==> src/rtl/microsequencer_engine_if.sv <==
// Bus between the microsequencer engine and its surroundings: run control,
// halt/resume, microword control fields, flags, and the sequencer outputs.
// Modports:
//   master - the environment: drives run control, microword fields and
//            flags, and observes the sequencer outputs.
//   slave  - the engine itself.
// Clock and reset are kept outside the interface as plain module ports.
interface microsequencer_engine_if #(
  parameter int UADDR_WIDTH = 16,
  parameter int FLAG_WIDTH  = 8,
  parameter int STACK_DEPTH = 4
);
  localparam int SEL_W = $clog2(FLAG_WIDTH);
  localparam int LVL_W = $clog2(STACK_DEPTH + 1);

  logic                   enable;
  logic                   halt;
  logic                   resume;
  logic [UADDR_WIDTH-1:0] entry_address;
  logic                   control_finish;
  logic                   control_return;
  logic                   control_call;
  logic                   control_branch;
  logic [SEL_W-1:0]       cond_select;
  logic                   cond_invert;
  logic [UADDR_WIDTH-1:0] branch_target;
  logic [FLAG_WIDTH-1:0]  flags;

  logic [UADDR_WIDTH-1:0] micro_address;
  logic                   microcode_rom_read_enable;
  logic                   program_counter_enable;
  logic                   fetch_strobe;
  logic                   halted;
  logic                   error;
  logic [1:0]             error_code;
  logic [LVL_W-1:0]       stack_level;
  logic [2:0]             state;

  modport master (
    output enable, halt, resume, entry_address,
    output control_finish, control_return, control_call, control_branch,
    output cond_select, cond_invert, branch_target, flags,
    input  micro_address, microcode_rom_read_enable, program_counter_enable,
    input  fetch_strobe, halted, error, error_code, stack_level, state
  );

  modport slave (
    input  enable, halt, resume, entry_address,
    input  control_finish, control_return, control_call, control_branch,
    input  cond_select, cond_invert, branch_target, flags,
    output micro_address, microcode_rom_read_enable, program_counter_enable,
    output fetch_strobe, halted, error, error_code, stack_level, state
  );
endinterface

==> src/rtl/microsequencer_engine.sv <==
// Microsequencer engine: sequences instruction fetch, opcode entry load and
// microword stepping, with flag-conditional micro-branches, a micro-call
// return stack and a resumable halt state.
// Ports:
//   clock   - system clock, rising edge
//   reset_n - asynchronous active-low reset
//   bus     - microsequencer_engine_if.slave (run control, microword fields,
//             flags in; micro_address, strobes, status and debug state out)
// Handshake: there is no valid/ready pairing here; every input is a level
// sampled on a rising clock edge while enable is high, and enable low freezes
// all registered state while the level outputs keep following the state.
module microsequencer_engine #(
  parameter int UADDR_WIDTH = 16,
  parameter int FLAG_WIDTH  = 8,
  parameter int STACK_DEPTH = 4
) (
  input  logic                  clock,
  input  logic                  reset_n,
  microsequencer_engine_if.slave bus
);
  localparam int SEL_W = $clog2(FLAG_WIDTH);
  localparam int LVL_W = $clog2(STACK_DEPTH + 1);
  localparam int IDX_W = (STACK_DEPTH > 1) ? $clog2(STACK_DEPTH) : 1;
  localparam int EXT_W = 1 << SEL_W;

  typedef enum logic [2:0] {
    IDLE    = 3'd0,
    FETCH   = 3'd1,
    DECODE  = 3'd2,
    EXECUTE = 3'd3,
    HALTED  = 3'd4,
    ERROR   = 3'd5
  } state_t;

  state_t                 state_q, state_d;
  logic [UADDR_WIDTH-1:0] uaddr_q, uaddr_d;
  logic [LVL_W-1:0]       level_q, level_d;
  logic [1:0]             code_q, code_d;
  logic [UADDR_WIDTH-1:0] stack_q [STACK_DEPTH];
  logic                   push_en;
  logic [UADDR_WIDTH-1:0] uaddr_inc;
  logic [EXT_W-1:0]       flags_ext;
  logic                   cond_true;
  logic [IDX_W-1:0]       top_idx;
  logic [IDX_W-1:0]       push_idx;

  assign uaddr_inc = uaddr_q + UADDR_WIDTH'(1);
  // Zero-extending the flags makes any out-of-range select read as 0.
  assign flags_ext = EXT_W'(bus.flags);
  assign cond_true = flags_ext[bus.cond_select] ^ bus.cond_invert;
  assign top_idx   = IDX_W'(level_q - LVL_W'(1));
  assign push_idx  = IDX_W'(level_q);

  always_comb begin
    state_d = state_q;
    uaddr_d = uaddr_q;
    level_d = level_q;
    code_d  = code_q;
    push_en = 1'b0;
    if (bus.enable) begin
      case (state_q)
        IDLE:   state_d = FETCH;
        FETCH:  state_d = DECODE;
        DECODE: begin
          if (bus.halt) begin
            state_d = HALTED;
          end else begin
            uaddr_d = bus.entry_address;
            level_d = '0;
            state_d = EXECUTE;
          end
        end
        EXECUTE: begin
          if (bus.control_finish) begin
            level_d = '0;
            state_d = FETCH;
          end else if (bus.control_return) begin
            if (level_q == '0) begin
              state_d = ERROR;
              code_d  = 2'b10;
            end else begin
              uaddr_d = stack_q[top_idx];
              level_d = level_q - LVL_W'(1);
            end
          end else if (bus.control_call) begin
            if (level_q == LVL_W'(STACK_DEPTH)) begin
              state_d = ERROR;
              code_d  = 2'b01;
            end else begin
              push_en = 1'b1;
              uaddr_d = bus.branch_target;
              level_d = level_q + LVL_W'(1);
            end
          end else if (bus.control_branch) begin
            uaddr_d = cond_true ? bus.branch_target : uaddr_inc;
          end else begin
            uaddr_d = uaddr_inc;
          end
        end
        HALTED: if (bus.resume) state_d = FETCH;
        ERROR:  state_d = ERROR;
        default: state_d = IDLE;
      endcase
    end
  end

  always_ff @(posedge clock or negedge reset_n) begin
    if (!reset_n) begin
      state_q <= IDLE;
      uaddr_q <= '0;
      level_q <= '0;
      code_q  <= 2'b00;
      for (int i = 0; i < STACK_DEPTH; i++) stack_q[i] <= '0;
    end else begin
      state_q <= state_d;
      uaddr_q <= uaddr_d;
      level_q <= level_d;
      code_q  <= code_d;
      if (push_en) stack_q[push_idx] <= uaddr_inc;
    end
  end

  // The PC strobe is gated by state and enable so an abort or stall can never
  // leave a partial increment behind.
  assign bus.program_counter_enable = bus.enable &&
      (((state_q == EXECUTE) && bus.control_finish) ||
       ((state_q == HALTED) && bus.resume));
  assign bus.microcode_rom_read_enable = (state_q == EXECUTE);
  assign bus.fetch_strobe  = (state_q == FETCH);
  assign bus.halted        = (state_q == HALTED);
  assign bus.error         = (state_q == ERROR);
  assign bus.error_code    = code_q;
  assign bus.micro_address = uaddr_q;
  assign bus.stack_level   = level_q;
  assign bus.state         = state_q;
endmodule

==> src/flat_wrapper.sv <==
// flat-port wrapper written by rule: the top's interface ports become plain ports
module microsequencer_engine_flat 
#(
  parameter int UADDR_WIDTH = 16,
  parameter int FLAG_WIDTH  = 8,
  parameter int STACK_DEPTH = 4
)
  (clock, reset_n, bus_enable, bus_halt, bus_resume, bus_entry_address, bus_control_finish, bus_control_return, bus_control_call, bus_control_branch, bus_cond_select, bus_cond_invert, bus_branch_target, bus_flags, bus_micro_address, bus_microcode_rom_read_enable, bus_program_counter_enable, bus_fetch_strobe, bus_halted, bus_error, bus_error_code, bus_stack_level, bus_state);
  microsequencer_engine_if #(.UADDR_WIDTH(UADDR_WIDTH), .FLAG_WIDTH(FLAG_WIDTH), .STACK_DEPTH(STACK_DEPTH)) bus_i ();
  input  logic clock;
  input  logic reset_n;
  input wire logic [$bits(bus_i.enable)-1:0] bus_enable;
  input wire logic [$bits(bus_i.halt)-1:0] bus_halt;
  input wire logic [$bits(bus_i.resume)-1:0] bus_resume;
  input wire logic [$bits(bus_i.entry_address)-1:0] bus_entry_address;
  input wire logic [$bits(bus_i.control_finish)-1:0] bus_control_finish;
  input wire logic [$bits(bus_i.control_return)-1:0] bus_control_return;
  input wire logic [$bits(bus_i.control_call)-1:0] bus_control_call;
  input wire logic [$bits(bus_i.control_branch)-1:0] bus_control_branch;
  input wire logic [$bits(bus_i.cond_select)-1:0] bus_cond_select;
  input wire logic [$bits(bus_i.cond_invert)-1:0] bus_cond_invert;
  input wire logic [$bits(bus_i.branch_target)-1:0] bus_branch_target;
  input wire logic [$bits(bus_i.flags)-1:0] bus_flags;
  output wire logic [$bits(bus_i.micro_address)-1:0] bus_micro_address;
  output wire logic [$bits(bus_i.microcode_rom_read_enable)-1:0] bus_microcode_rom_read_enable;
  output wire logic [$bits(bus_i.program_counter_enable)-1:0] bus_program_counter_enable;
  output wire logic [$bits(bus_i.fetch_strobe)-1:0] bus_fetch_strobe;
  output wire logic [$bits(bus_i.halted)-1:0] bus_halted;
  output wire logic [$bits(bus_i.error)-1:0] bus_error;
  output wire logic [$bits(bus_i.error_code)-1:0] bus_error_code;
  output wire logic [$bits(bus_i.stack_level)-1:0] bus_stack_level;
  output wire logic [$bits(bus_i.state)-1:0] bus_state;
  assign bus_i.enable = bus_enable;
  assign bus_i.halt = bus_halt;
  assign bus_i.resume = bus_resume;
  assign bus_i.entry_address = bus_entry_address;
  assign bus_i.control_finish = bus_control_finish;
  assign bus_i.control_return = bus_control_return;
  assign bus_i.control_call = bus_control_call;
  assign bus_i.control_branch = bus_control_branch;
  assign bus_i.cond_select = bus_cond_select;
  assign bus_i.cond_invert = bus_cond_invert;
  assign bus_i.branch_target = bus_branch_target;
  assign bus_i.flags = bus_flags;
  assign bus_micro_address = bus_i.micro_address;
  assign bus_microcode_rom_read_enable = bus_i.microcode_rom_read_enable;
  assign bus_program_counter_enable = bus_i.program_counter_enable;
  assign bus_fetch_strobe = bus_i.fetch_strobe;
  assign bus_halted = bus_i.halted;
  assign bus_error = bus_i.error;
  assign bus_error_code = bus_i.error_code;
  assign bus_stack_level = bus_i.stack_level;
  assign bus_state = bus_i.state;
  microsequencer_engine #(.UADDR_WIDTH(UADDR_WIDTH), .FLAG_WIDTH(FLAG_WIDTH), .STACK_DEPTH(STACK_DEPTH)) u_core (.clock(clock), .reset_n(reset_n), .bus(bus_i));
endmodule
==> config.mk <==
export PLATFORM = sky130hd
export DESIGN_NAME = microsequencer_engine_flat
export DESIGN_NICKNAME = d
export VERILOG_FILES = /design/src/rtl/microsequencer_engine_if.sv /design/src/rtl/microsequencer_engine.sv /design/src/flat_wrapper.sv
export SDC_FILE = /design/constraint.sdc
export NUM_CORES = 1
export LEC_CHECK = 0
export ABC_AREA = 1
export CAP_MARGIN = 20
export CORE_MARGIN = 3
export CORE_UTILIZATION = 49
export CTS_CLUSTER_DIAMETER = 200
export DETAILED_ROUTE_END_ITERATION = 10
export PLACE_DENSITY = 0.83
export SLEW_MARGIN = 0
export SYNTH_ARGS = -nofsm -noshare
export SYNTH_HDL_FRONTEND = slang
export SYNTH_SLANG_ARGS = --single-unit
==> constraint.sdc <==
create_clock -name clock -period 2 [get_ports clock]
set_input_delay 0.4 -clock clock [delete_from_list [all_inputs] [get_ports clock]]
set_output_delay 0.4 -clock clock [all_outputs]
set_load 0.005 [all_outputs]
# Word-level counts from Yosys, hierarchy flattened
# Index checks and enable logic that the tools add are counted.
# op_classes
mul	0
magnitude_cmp	4
n_addsub	3
reduce_logical	14
n_bitwise	4
div	0
eq_ne	17
shift	0
muxes	42
# op_table
operator	n
$mux W16	11
$bwmux W64	1
$mux W3	13
$bmux W16 S2	1
$demux W16 S2	1
$pmux W16 S2	1
$pmux W3 S6	1
$reduce_and A6 Y1	3
$add A16 B1 Y16 const B	1
$ne A4 B4 Y1 const B	4
$eq A3 B3 Y1 const B	3
$mux W2	4
$ne A4 B3 Y1 const B	2
$mux W1	7
$eq A3 B2 Y1 const B	2
$ge A3 B3 Y1 const B	2
$logic_not A3 Y1	2
$ne A2 B2 Y1 const B	3
$not A2 Y3	2
$pmux W3 S2	1
$reduce_bool A2 Y1	3
$reduce_and A5 Y1	1
$logic_and A1 B1 Y1	4
$lt A3 B4 Y1 const B	1
10 further kinds	10
# totals
rom_bits	0
latch_bits	0
memories	0
ram_bits	0
regBits	88
in_bits	53
out_inout_bits	29

# Logic depth before layout (Yosys ltp)
# Gate-level depths: netlist of the first run.
# logic_depth
ltp_word	9
depth_mapped	13
depth_no_buf	12

# Worst setup path after synthesis of the first run
# OpenSTA, ideal clock, no wires.
# synth_path
kind	reg-to-reg
startpoint	reg u_core.level_q[0] (netlist: u_core.bus.stack_level[0])
endpoint	reg u_core.uaddr_q[15] (netlist: u_core.bus.micro_address[15])
path_buffers	2
t_arrival_ns	2.094
setup_time_ns	0.120
period_less_slack_ns	2.214
path_stages_with_launch	14
setup_slack_ns	-0.214
t_required_ns	1.880
cell_sequence	dfrtp_1 inv_2 clkbuf_1 ha_1 nand2_1 o21ai_0 inv_1 nor2_1 nand2_1 nand3_2 inv_2 buf_6 nor2_1 a21oi_2
# synth_between
elab_chain_len	9
# synth_lines
element	line_no	text
start, declared	microsequencer_engine.sv:37	logic [LVL_W-1:0] level_q, level_d;
start signal, assigned	microsequencer_engine.sv:117	level_q <= level_d;
$sub A3 B1 Y3	microsequencer_engine.sv:51	assign top_idx = IDX_W'(level_q - LVL_W'(1));
$not A2 Y3 (not written as such)	microsequencer_engine.sv:82	uaddr_d = stack_q[top_idx];
$bmux W16 S2	microsequencer_engine.sv:82	
$mux W16 (not written as such) (2 in a row)	microsequencer_engine.sv:82	
$mux W16	microsequencer_engine.sv:78	if (level_q == '0) begin
$mux W16	microsequencer_engine.sv:77	end else if (bus.control_return) begin
$mux W16	microsequencer_engine.sv:74	if (bus.control_finish) begin
$pmux W16 S2	microsequencer_engine.sv:61	case (state_q)
end signal, assigned	microsequencer_engine.sv:116	uaddr_q <= uaddr_d;
end, declared	microsequencer_engine.sv:36	logic [UADDR_WIDTH-1:0] uaddr_q, uaddr_d;
# Parallel ways exist; a longest one is shown, timed or not. The select of a mux whose other input is x is not followed.
# A chain may end at the register's enable or synchronous reset.

# Worst setup path in the final report of the first run
# layout_path
startpoint	reg u_core.level_q[0] (netlist: u_core.bus.stack_level[0])
endpoint	out bus_stack_level[0]
# layout_lines
element	line_no	text
end, declared	flat_wrapper.sv:31	output wire logic [$bits(bus_i.stack_level)-1:0] bus_stack_level;
# No word-level cell between the ends.

==> results of run 1 <==
synth_stat cells, types with 2 or more instances:
master,n
dfrtp_1,88
inv_2,6
buf_6,12
o21ai_2,7
a211oi_1,8
a22o_1,2
nand4_1,2
nor2_1,75
nand2_4,4
ha_1,6
nand2_1,142
nor2_8,3
buf_4,3
clkinv_2,2
a21oi_1,28
nor3_1,9
nand2_2,4
nand3_1,47
nand3_2,3
clkbuf_1,12
xor2_1,9
a21boi_0,7
nor2_2,2
o21ai_0,58
buf_2,3
o22ai_1,4
inv_1,69
o21ai_1,42
per-layer routing:
layer  track usage [%]  vias up  part of all wire (%)
met3              2.99       39                   6.9
met1              31.9     2391                    41
met2              43.3      220                    49
li1                  -     2392                     -
met4              12.4        0                   3.1
met5                 0        -                     0
metrics by stage:
step | cell area [sq um] | worst slack, ns | hold WS [ns] | power, W
global route | 6620 | -0.0471 | 0.0162 | 0.00890
floorplan | 5110 | 0.0266 | 0.104 | 0.00485
finish | 6620 | 0.0733 | -0.00670 | 0.00833
detailed placement | 6250 | -0.189 | 0.386 | 0.00659
global placement | 6250 | -0.0997 | 0.384 | 0.00644
CTS | 6560 | 0.0107 | 0.000108 | 0.00816
area by class of cell:
| type | count | area, sq um | share of cell area, % |
|---|---|---|---|
| Clock buffer | 11 | 131 | 1.98 |
| Multi-Input combinational cell | 473 | 2430 | 36.8 |
| Tap cell | 133 | 166 | 2.51 |
| Sequential cell | 88 | 2210 | 33.3 |
| Clock inverter | 5 | 105 | 1.59 |
| Inverter | 78 | 302 | 4.56 |
| Timing Repair Buffer | 130 | 1270 | 19.2 |
cell families (layout without fill, tap and decap cells):
| group | Yosys count | in the layout |
|---|---|---|
| AOI/OAI and AO/OA | 162 | 162 |
| xor gates and xnor gates | 10 | 10 |
| buffers and inverters | 108 | 224 |
| DFF | 88 | 88 |
| adders and majority gates | 6 | 6 |
| and+or+nand+nor | 295 | 295 |
placed cells by master (no fill, tap or decap), types with 3 or more instances in the layout:
master,Yosys,final
nor2_8,3,3
clkdlybuf4s50_1,0,75
clkinvlp_4,0,3
a21boi_0,7,6
nor3_1,9,6
inv_2,6,8
inv_1,69,66
o22ai_1,4,4
o21ai_2,7,8
dlygate4sd2_1,0,4
nor2_2,2,3
clkbuf_8,0,9
dfrtp_1,88,85
xor2_1,9,9
nand2_1,142,142
o21ai_1,42,42
a211oi_1,8,6
bufinv_16,0,3
o21ai_0,58,57
nand3_1,47,47
ha_1,6,5
buf_4,3,40
dfrtp_2,0,3
nand2_4,4,4
a21oi_1,28,27
nand2_2,4,4
buf_12,0,8
nor2_1,75,74
nand3_2,3,3
final timing paths:
kind | start | cells after the start | slack [ns] | endpoint
max reg2reg | u_core.bus.state[0] | 10 | 0.08 | u_core.stack_q[29]
min reg2reg | u_core.stack_q[14] | 2 | 0.49 | u_core.stack_q[14]
max in group asynchronous | reset_n | 2 | 1.40 | u_core.stack_q[59]
min in group clock | u_core.stack_q[14] | 2 | 0.49 | u_core.stack_q[14]
min | reset_n | 1 | -0.007 | u_core.bus.micro_address[6]
max | u_core.bus.stack_level[0] | 2 | 0.07 | bus_stack_level[0]
flip-flops by register name, summed over array words and instances, names as in the netlist:
register / cells
u_core.bus.state: 3
u_core.stack_q: 64
u_core.bus.error_code: 2
u_core.bus.stack_level: 3
u_core.bus.micro_address: 16
report_power, final:
| part | switching [W] | internal [W] | leakage, nW |
|---|---|---|---|
| combinational | 0.00236 | 0.00180 | 1.97 |
| clock | 0.000633 | 0.000832 | 0.110 |
| sequential | 0.000440 | 0.00226 | 1.11 |
timing repair:
item                       in CTS  in global routing
buffers inserted                6                  5
setup endpoints to repair       6                 21
pin swaps                       1                  1
resized for setup              14                 11
hold endpoints to repair        0                  0
==> impl_metrics.ini, run 1 <==
[status]
status = complete, but fails checks
violations = negative hold slack

[logic_synthesis]
yosys_most_used_dff = dfrtp_1
synthSimpleGateAreaFrac_pct = 25.7
synth_compound_area_share_pct = 17.7
syn_nets = 728
synth.area.mux_share_pct = 0
async_flop_share_pct = 100
synth-seq-cells = 88
synth-seq-area-share_pct = 43.2
synth_top_family_by_area = simple AND/OR/NAND/NOR gates
netlist_instances = 669
synth_area_per_cell_sq_um = 7.63
synthAdderAreaFrac_pct = 1.47
ys_warn_count = 0
synth_xor_area_share_pct = 1.86
synth_top_area_share_pct = 43.2
synth_cell_type_count = 40
yosysTopAreaCell = dfrtp_1
syn_area_sq_um = 5100
synth_edf_count = 0
synth_area_leaders = dfrtp_1, nand2_1, o21ai_0

[sta]
hold_violations = 6
max_freq_mhz = 519
drv_slew = 0
setup_tns_ns = 0
setup_violations = 0
hold_slack_ns = -0.00670
fin_crit_sh_pct = 96.3
layout_min_cycle_time_ns = 1.93
tightest_slew_ns = 0.477
finClkSkew_ns = 0.00945
maxSlewHeadroom_pct = 68.2

[power]
ir_drop_mv = 0.548
p_leak_nw = 3.20
power_density_nw_per_um2 = 1260

[drt]
drtPass1Iterations = 5
vias = 5042
wl_per_cell_um = 15.7
detail-route-antenna-nets = 0
drc = 0
avgViaCountPerCell = 5.49
drt-total-wl_um = 14400
dr.first_iter.drc_count = 435

[layout]
synthToLayoutAreaGrowth_pct = 29.7
diodes = 0
post-route-util_pct = 66.5
final_layout_size_suffix_gt1_share_pct = 14.9
final_cells = 918
fillers = 803
nets = 839

[die]
die_w_um = 108
die_h_um = 108
start_util_pct = 51.3
fp.dieArea_sq_um = 11700
core_sq_um = 9950
fp-row-count = 36
ios = 82

[cts]
cts_hold_buf = 0
cts_tree = yes
htree_levels = 3
clock-sinks = 88
clk_pin_slew_ns = 0.09
clock-root-buffer = clkbuf_8
clk_latency_ns = 0.35
clock_path_buffers = 2
cts_made_buffers = 9

[setup_path]
cp.required_ns = 1.60
worst_setup_path_start_kind = register
crit_type = register to output port
cpMaxStageDelayCell = clkdlybuf4s50_1
crit_buf_inv = 2
worstPathArrival_ns = 1.53
endpoint_kind = output port
path_cells = buf_6 -> clkdlybuf4s50_1
critPathTopFamily = buffers and inverters
slowest_delay_ns = 0.55
crit_fanout = 26

[placed_design]
dp_hpwl_um = 10100
post-place-cells = 891
gp_congestion = 0.905
io_buffers = 81

[grt]
grt_pass1_vias = 4963
globalRouteOverflowTotal = 0
grt_use_total_pct = 25.3
grt_max_degree = 46
antenna_found_initial = 0
grt_pass1_wl_um = 23500

[job]
maxCapViolCount = 0

[min_path]
hold_path_class = input port to async pin
No activity file was read; power rests on OpenSTA's default activity.
==> run 2, diff against run 1 <==
--- a/config.mk
+++ b/config.mk
@@ -11,7 +11,9 @@
 export CORE_UTILIZATION = 49
 export CTS_CLUSTER_DIAMETER = 200
 export DETAILED_ROUTE_END_ITERATION = 10
+export HOLD_SLACK_MARGIN = 0.1
 export PLACE_DENSITY = 0.83
+export REMOVE_ABC_BUFFERS = 1
 export SLEW_MARGIN = 0
 export SYNTH_ARGS = -nofsm -noshare
 export SYNTH_HDL_FRONTEND = slang
==> run 2 against run 1 <==
Against the previous run: the flow now finishes without violations; clock power fell by 13%; total power is 1.4% lower; via count about the same; critical path depth unchanged; count of clock-buffer cells in the layout grew 2; combinational power increased by 1%; sequential share of layout area shrank 0.25 points; maximum frequency hardly changed; design area grew 0.70%; global-route usage up 0.97 points; first-iteration DRC count grew 6.7%; critical endpoint unchanged; largest cell class unchanged; largest power group unchanged.
==> impl_metrics.ini, run 2 (synthesis gave the netlist of run 1 again) <==
[setup_path]
worst_setup_path_start_kind = register
slowest_delay_ns = 0.55
crit_type = register to output port
cpMaxStageDelayCell = clkdlybuf4s50_1
cp.required_ns = 1.60
endpoint_kind = output port
worstPathArrival_ns = 1.53
path_cells = buf_6 -> clkdlybuf4s50_1
crit_fanout = 26

[sta]
fin_crit_sh_pct = 96.3
hold_slack_ns = 0.493
setup_tns_ns = 0
setup_violations = 0
maxSlewHeadroom_pct = 69.0
tightest_slew_ns = 0.465
hold_violations = 0
drv_slew = 0
max_freq_mhz = 519
finClkSkew_ns = 0.00975
layout_min_cycle_time_ns = 1.93

[drt]
vias = 5043
drt-total-wl_um = 14900
dr.first_iter.drc_count = 464
drtPass1Iterations = 5
wl_per_cell_um = 16.0
drc = 0
avgViaCountPerCell = 5.43
detail-route-antenna-nets = 0

[power]
power_density_nw_per_um2 = 1230
p_leak_nw = 3.22
ir_drop_mv = 0.804
total_power_w = 0.00821

[cts]
clock_path_buffers = 2
clk_pin_slew_ns = 0.09
htree_levels = 3
clock-sinks = 88
clk_latency_ns = 0.35
clock-root-buffer = clkbuf_8
cts_made_buffers = 9
cts_tree = yes

[grt]
grt_pass1_wl_um = 24200
globalRouteOverflowTotal = 0
antenna_found_initial = 0
grt_pass1_vias = 4957
grt_use_total_pct = 26.3
grt_max_degree = 46

[die]
fp.dieArea_sq_um = 11700
fp-row-count = 36
die_h_um = 108
ios = 82
die_w_um = 108
core_sq_um = 9950
start_util_pct = 51.3

[layout]
final_layout_size_suffix_gt1_share_pct = 15.8
post-route-util_pct = 67.0
final_cell_mix = nand2_1, dfrtp_1, nor2_1, clkdlybuf4s50_1, inv_1
largest-register = u_core.stack_q
largest_reg_flops = 64
fillers = 797
nets = 850
final_common_cell = nand2_1
final_cells = 929
synthToLayoutAreaGrowth_pct = 30.6
diodes = 0

[job]
maxCapViolCount = 0

[placed_design]
dp_hpwl_um = 10300
io_buffers = 81
post-place-cells = 900
gp_congestion = 0.877

[min_path]
hold_path_class = register to register

[status]
status = complete, no violations
## run 2: cell types whose count changed in the layout (fill, tap and decap cells not counted), sizes merged, moves of 2 or more
cell,delta
buf,+10
clkbuf,+3
bufinv,-2
clkinvlp,-2
dlygate4sd2,-2
dlymetal6s2s,+2
## run 2: metrics by stage
step | worst slack (ns) | instance area (sq um)
after floorplan | -0.628 | 4880
after global placement | -0.110 | 6270
after detailed placement | -0.230 | 6270
after CTS | 0.000898 | 6570
after global routing | -0.0335 | 6670
final | 0.0731 | 6670
## run 2: worst paths after layout
| path | cells after the start | start | end | slack, ns |
|---|---|---|---|---|
| setup / recovery | 2 | u_core.bus.stack_level[0] | bus_stack_level[0] | 0.07 |
| hold / removal | 2 | u_core.stack_q[54] | u_core.stack_q[54] | 0.49 |
| setup reg to reg | 10 | u_core.bus.state[0] | u_core.bus.micro_address[7] | 0.09 |
| hold reg to reg | 2 | u_core.stack_q[54] | u_core.stack_q[54] | 0.49 |
| max in group asynchronous | 3 | reset_n | u_core.bus.state[1] | 0.94 |
| min in group asynchronous | 2 | reset_n | u_core.stack_q[28] | 0.53 |
## run 2: per-layer routing
layer	GRT usage [%]	share of wire (%)
met1	34.4	41
met2	43.6	49
met3	3.28	7.6
met4	12.4	2.4
met5	0	0
## run 2: layout make-up
cell class | instances | area (sq um) | share of cell area [%]
multi-input combinational | 473 | 2470 | 37.0
sequential | 88 | 2200 | 33.1
timing repair buffer | 141 | 1320 | 19.9
inverter | 78 | 305 | 4.58
tap | 133 | 166 | 2.50
clock buffer | 13 | 159 | 2.38
clock inverter | 3 | 40.0 | 0.601
## run 2: where the power goes
part / leakage (nW) / switching [W] / total (W) / internal, W
logic: 2.00 / 0.00237 / 0.00422 / 0.00185
registers: 1.12 / 0.000459 / 0.00271 / 0.00226
clock network: 0.103 / 0.000626 / 0.00127 / 0.000644
## run 2: critical path, delay by kind of cell (launching register included)
kind | cells | cell delay, ns
DFF | 1 | 0.38
buffers and inverters | 2 | 0.79
## run 2: repair_timing
item / CTS / global route
hold endpoints to repair: 28 / 0
pin swaps: 3 / 0
setup buffers: 9 / 4
endpoints found under the setup margin: 15 / 83
resized for setup: 16 / 21
hold buffers: 1 / 0
==> edit (settings of run 1) <==
`uaddr_q` no longer has a reset.
--- a/src/rtl/microsequencer_engine.sv
+++ b/src/rtl/microsequencer_engine.sv
@@ -107,17 +107,19 @@
   always_ff @(posedge clock or negedge reset_n) begin
     if (!reset_n) begin
       state_q <= IDLE;
-      uaddr_q <= '0;
       level_q <= '0;
       code_q  <= 2'b00;
       for (int i = 0; i < STACK_DEPTH; i++) stack_q[i] <= '0;
     end else begin
       state_q <= state_d;
-      uaddr_q <= uaddr_d;
       level_q <= level_d;
       code_q  <= code_d;
       if (push_en) stack_q[push_idx] <= uaddr_inc;
     end
+  end
+
+  always_ff @(posedge clock) begin
+    uaddr_q <= uaddr_d;
   end
 
   // The PC strobe is gated by state and enable so an abort or stall can never
Function: differs if reset_n is asserted again (counterexample within 4 cycles, from zero or initial values and one cycle with reset_n low); with reset_n held inactive, the same outputs for 4 cycles.
==> edit against run 1 <==
Fmax increased by 1.2%. Final area shrank 1.8%. Worst setup slack gained 23 ps. Wire length down 5.3%. Die area down 1.9%. Sequential cell count stayed put. Power down 14%. Synthesized area is 2.0% lower. Global-route usage shrank 1.1 points. Clock skew increased by 1.7 ps.
==> edit: results (changes against run 1) <==
** Global route
- Pin count of the biggest net entering global routing :: 73 (+59%)
- Wire length of the first global-routing pass :: 21.98 mm (-6.7%)
- The combined global-route utilization of all metal layers is 24.23% (-1.1 points).
- Global Route met1 Usage :: 28.82% (-3.1 points)
- GR Util met3 :: 5.479% (+2.5 points)
- Vias in the first global route :: 4673 (-5.8%)

** Synth
- The number of different library cells in the post-synthesis netlist is 39 (-2.5%).
- Cell types occupying the most area after synthesis :: sky130_fd_sc_hd__dfrtp_1 36%, sky130_fd_sc_hd__nand2_1 11%, sky130_fd_sc_hd__edfxtp_1 9.6%, sky130_fd_sc_hd__o21ai_0 6.5%, sky130_fd_sc_hd__inv_1 5.9%
- Synthesized netlist net count :: 685 (-5.9%)
- The share of synthesized area occupied by flip-flops and latches is 45.65% (+2.5 points).
- After synthesis, the most frequently instantiated cells are 146 x sky130_fd_sc_hd__nand2_1, 79 x sky130_fd_sc_hd__inv_1, 72 x sky130_fd_sc_hd__dfrtp_1, 65 x sky130_fd_sc_hd__o21ai_0, 55 x sky130_fd_sc_hd__nand3_1.
- The number of synthesized flops with an enable pin came to 16 (+16).
- Synthesized-area fraction occupied by adder cells :: 1.502% (+0.030 points)
- The compound-gate portion of the synthesized area came to 16.64% (-1.1 points).

** Run status
- The flow ran to the end, and the final reports show no timing, DRC or antenna violations.

** Placement
- The post-DP HPWL is 9.649 mm (-4.3%).
- Gp weighted congestion :: 0.9475 (+4.7%)

** Worst setup path
- Biggest fanout along the worst timing path :: 3 (-88%)
- Slowest Stage Delay on Critical Path :: 440 ps (-110 ps)
- In this run the critical register-to-register path is launched from u_core.bus.stack_level[1].

** Drt
- Detailed Routing Iterations Pass 1 :: 6 (+1)
- The initial detailed-routing violation count is 432 (-0.69%).
- Wirelength, routed :: 13.66 mm (-5.3%)

** Clocking
- Clock network latency to the later pin of the worst-skew pair :: 380 ps (+30 ps)

** Final layout
- Fraction of final layout cells sized beyond drive strength 1 :: 15.18% (+0.27 points)
-- edit: cell count changes after synthesis, sizes merged, moves of 7 or more --
| cell | run 1 | this run |
|---|---|---|
| dfrtp | 88 | 72 |
| inv | 76 | 87 |
| a22o | 2 | 9 |
| edfxtp | 0 | 16 |
| a211oi | 8 | 0 |
| a21oi | 29 | 15 |
| o21ai | 107 | 97 |
| a21boi | 8 | 0 |
| nand3 | 50 | 58 |
| clkbuf | 12 | 5 |
| a32o | 0 | 7 |
| nor2 | 81 | 42 |
-- edit: final cells by class --
type | count | area share (%)
Clock buffer | 9 | 1.906
Clock inverter | 7 | 1.078
Inverter | 88 | 5.255
Multi-Input combinational cell | 423 | 35.19
Sequential cell | 88 | 35.17
Tap cell | 133 | 2.560
Timing Repair Buffer | 122 | 18.77
Timing Repair inverter | 1 | 0.07700
-- edit: logic make-up (layout without fill, tap and decap cells) --
logic type                 after synthesis  after routing
AOI/OAI and AO/OA                      141            141
and+or+nand+nor                        262            262
DFF                                     88             88
xor gates and xnor gates                14             14
adders and majority gates                6              6
buffers and inverters                  115            227
-- edit: what timing repair did --
action | in CTS | in global routing
pin swaps | 1 | 3
buffers inserted | 1 | 6
setup endpoints to repair | 6 | 8
resized for setup | 13 | 9
cloned | 0 | 1
-- edit: per-layer routing --
layer  up-vias  routed length [um]
li1       2267                   -
met1      2280                5394
met2       202                6979
met3        32                 969
met4         0                 317
met5         -                   0
-- edit: how the worst max path moves through the flow --
stage | cells past startpoint | slack [ps] | endpoint
detailed placement | 12 | -190 | u_core.bus.micro_address[11]
floorplan | 8 | -50 | u_core.bus.micro_address[0]
global route | 8 | -20 | u_core.bus.micro_address[10]
global placement | 6 | -150 | bus_program_counter_enable
finish | 3 | 100 | bus_stack_level[1]
CTS | 4 | -140 | bus_halted
-- edit: metrics by stage --
stage	power [mW]	cell area (um^2)	util (%)
after floorplan	4.444	5059	-
after CTS	7.013	6430	65.18
final	7.194	6500	65.89
after global placement	5.615	6206	62.91
after detailed placement	5.742	6206	62.91
after global routing	7.661	6500	65.89
-- edit: power groups by stage --
stage | registers, mW | clock network (mW) | logic (mW)
6_report | 2.54 | 1.23 | 3.42
4_1_cts | 2.53 | 1.24 | 3.24
3_3_place_gp | 2.53 | 0 | 3.08
3_5_place_dp | 2.56 | 0 | 3.19
5_1_grt | 2.58 | 1.31 | 3.77
2_1_floorplan | 2.53 | 0 | 1.92
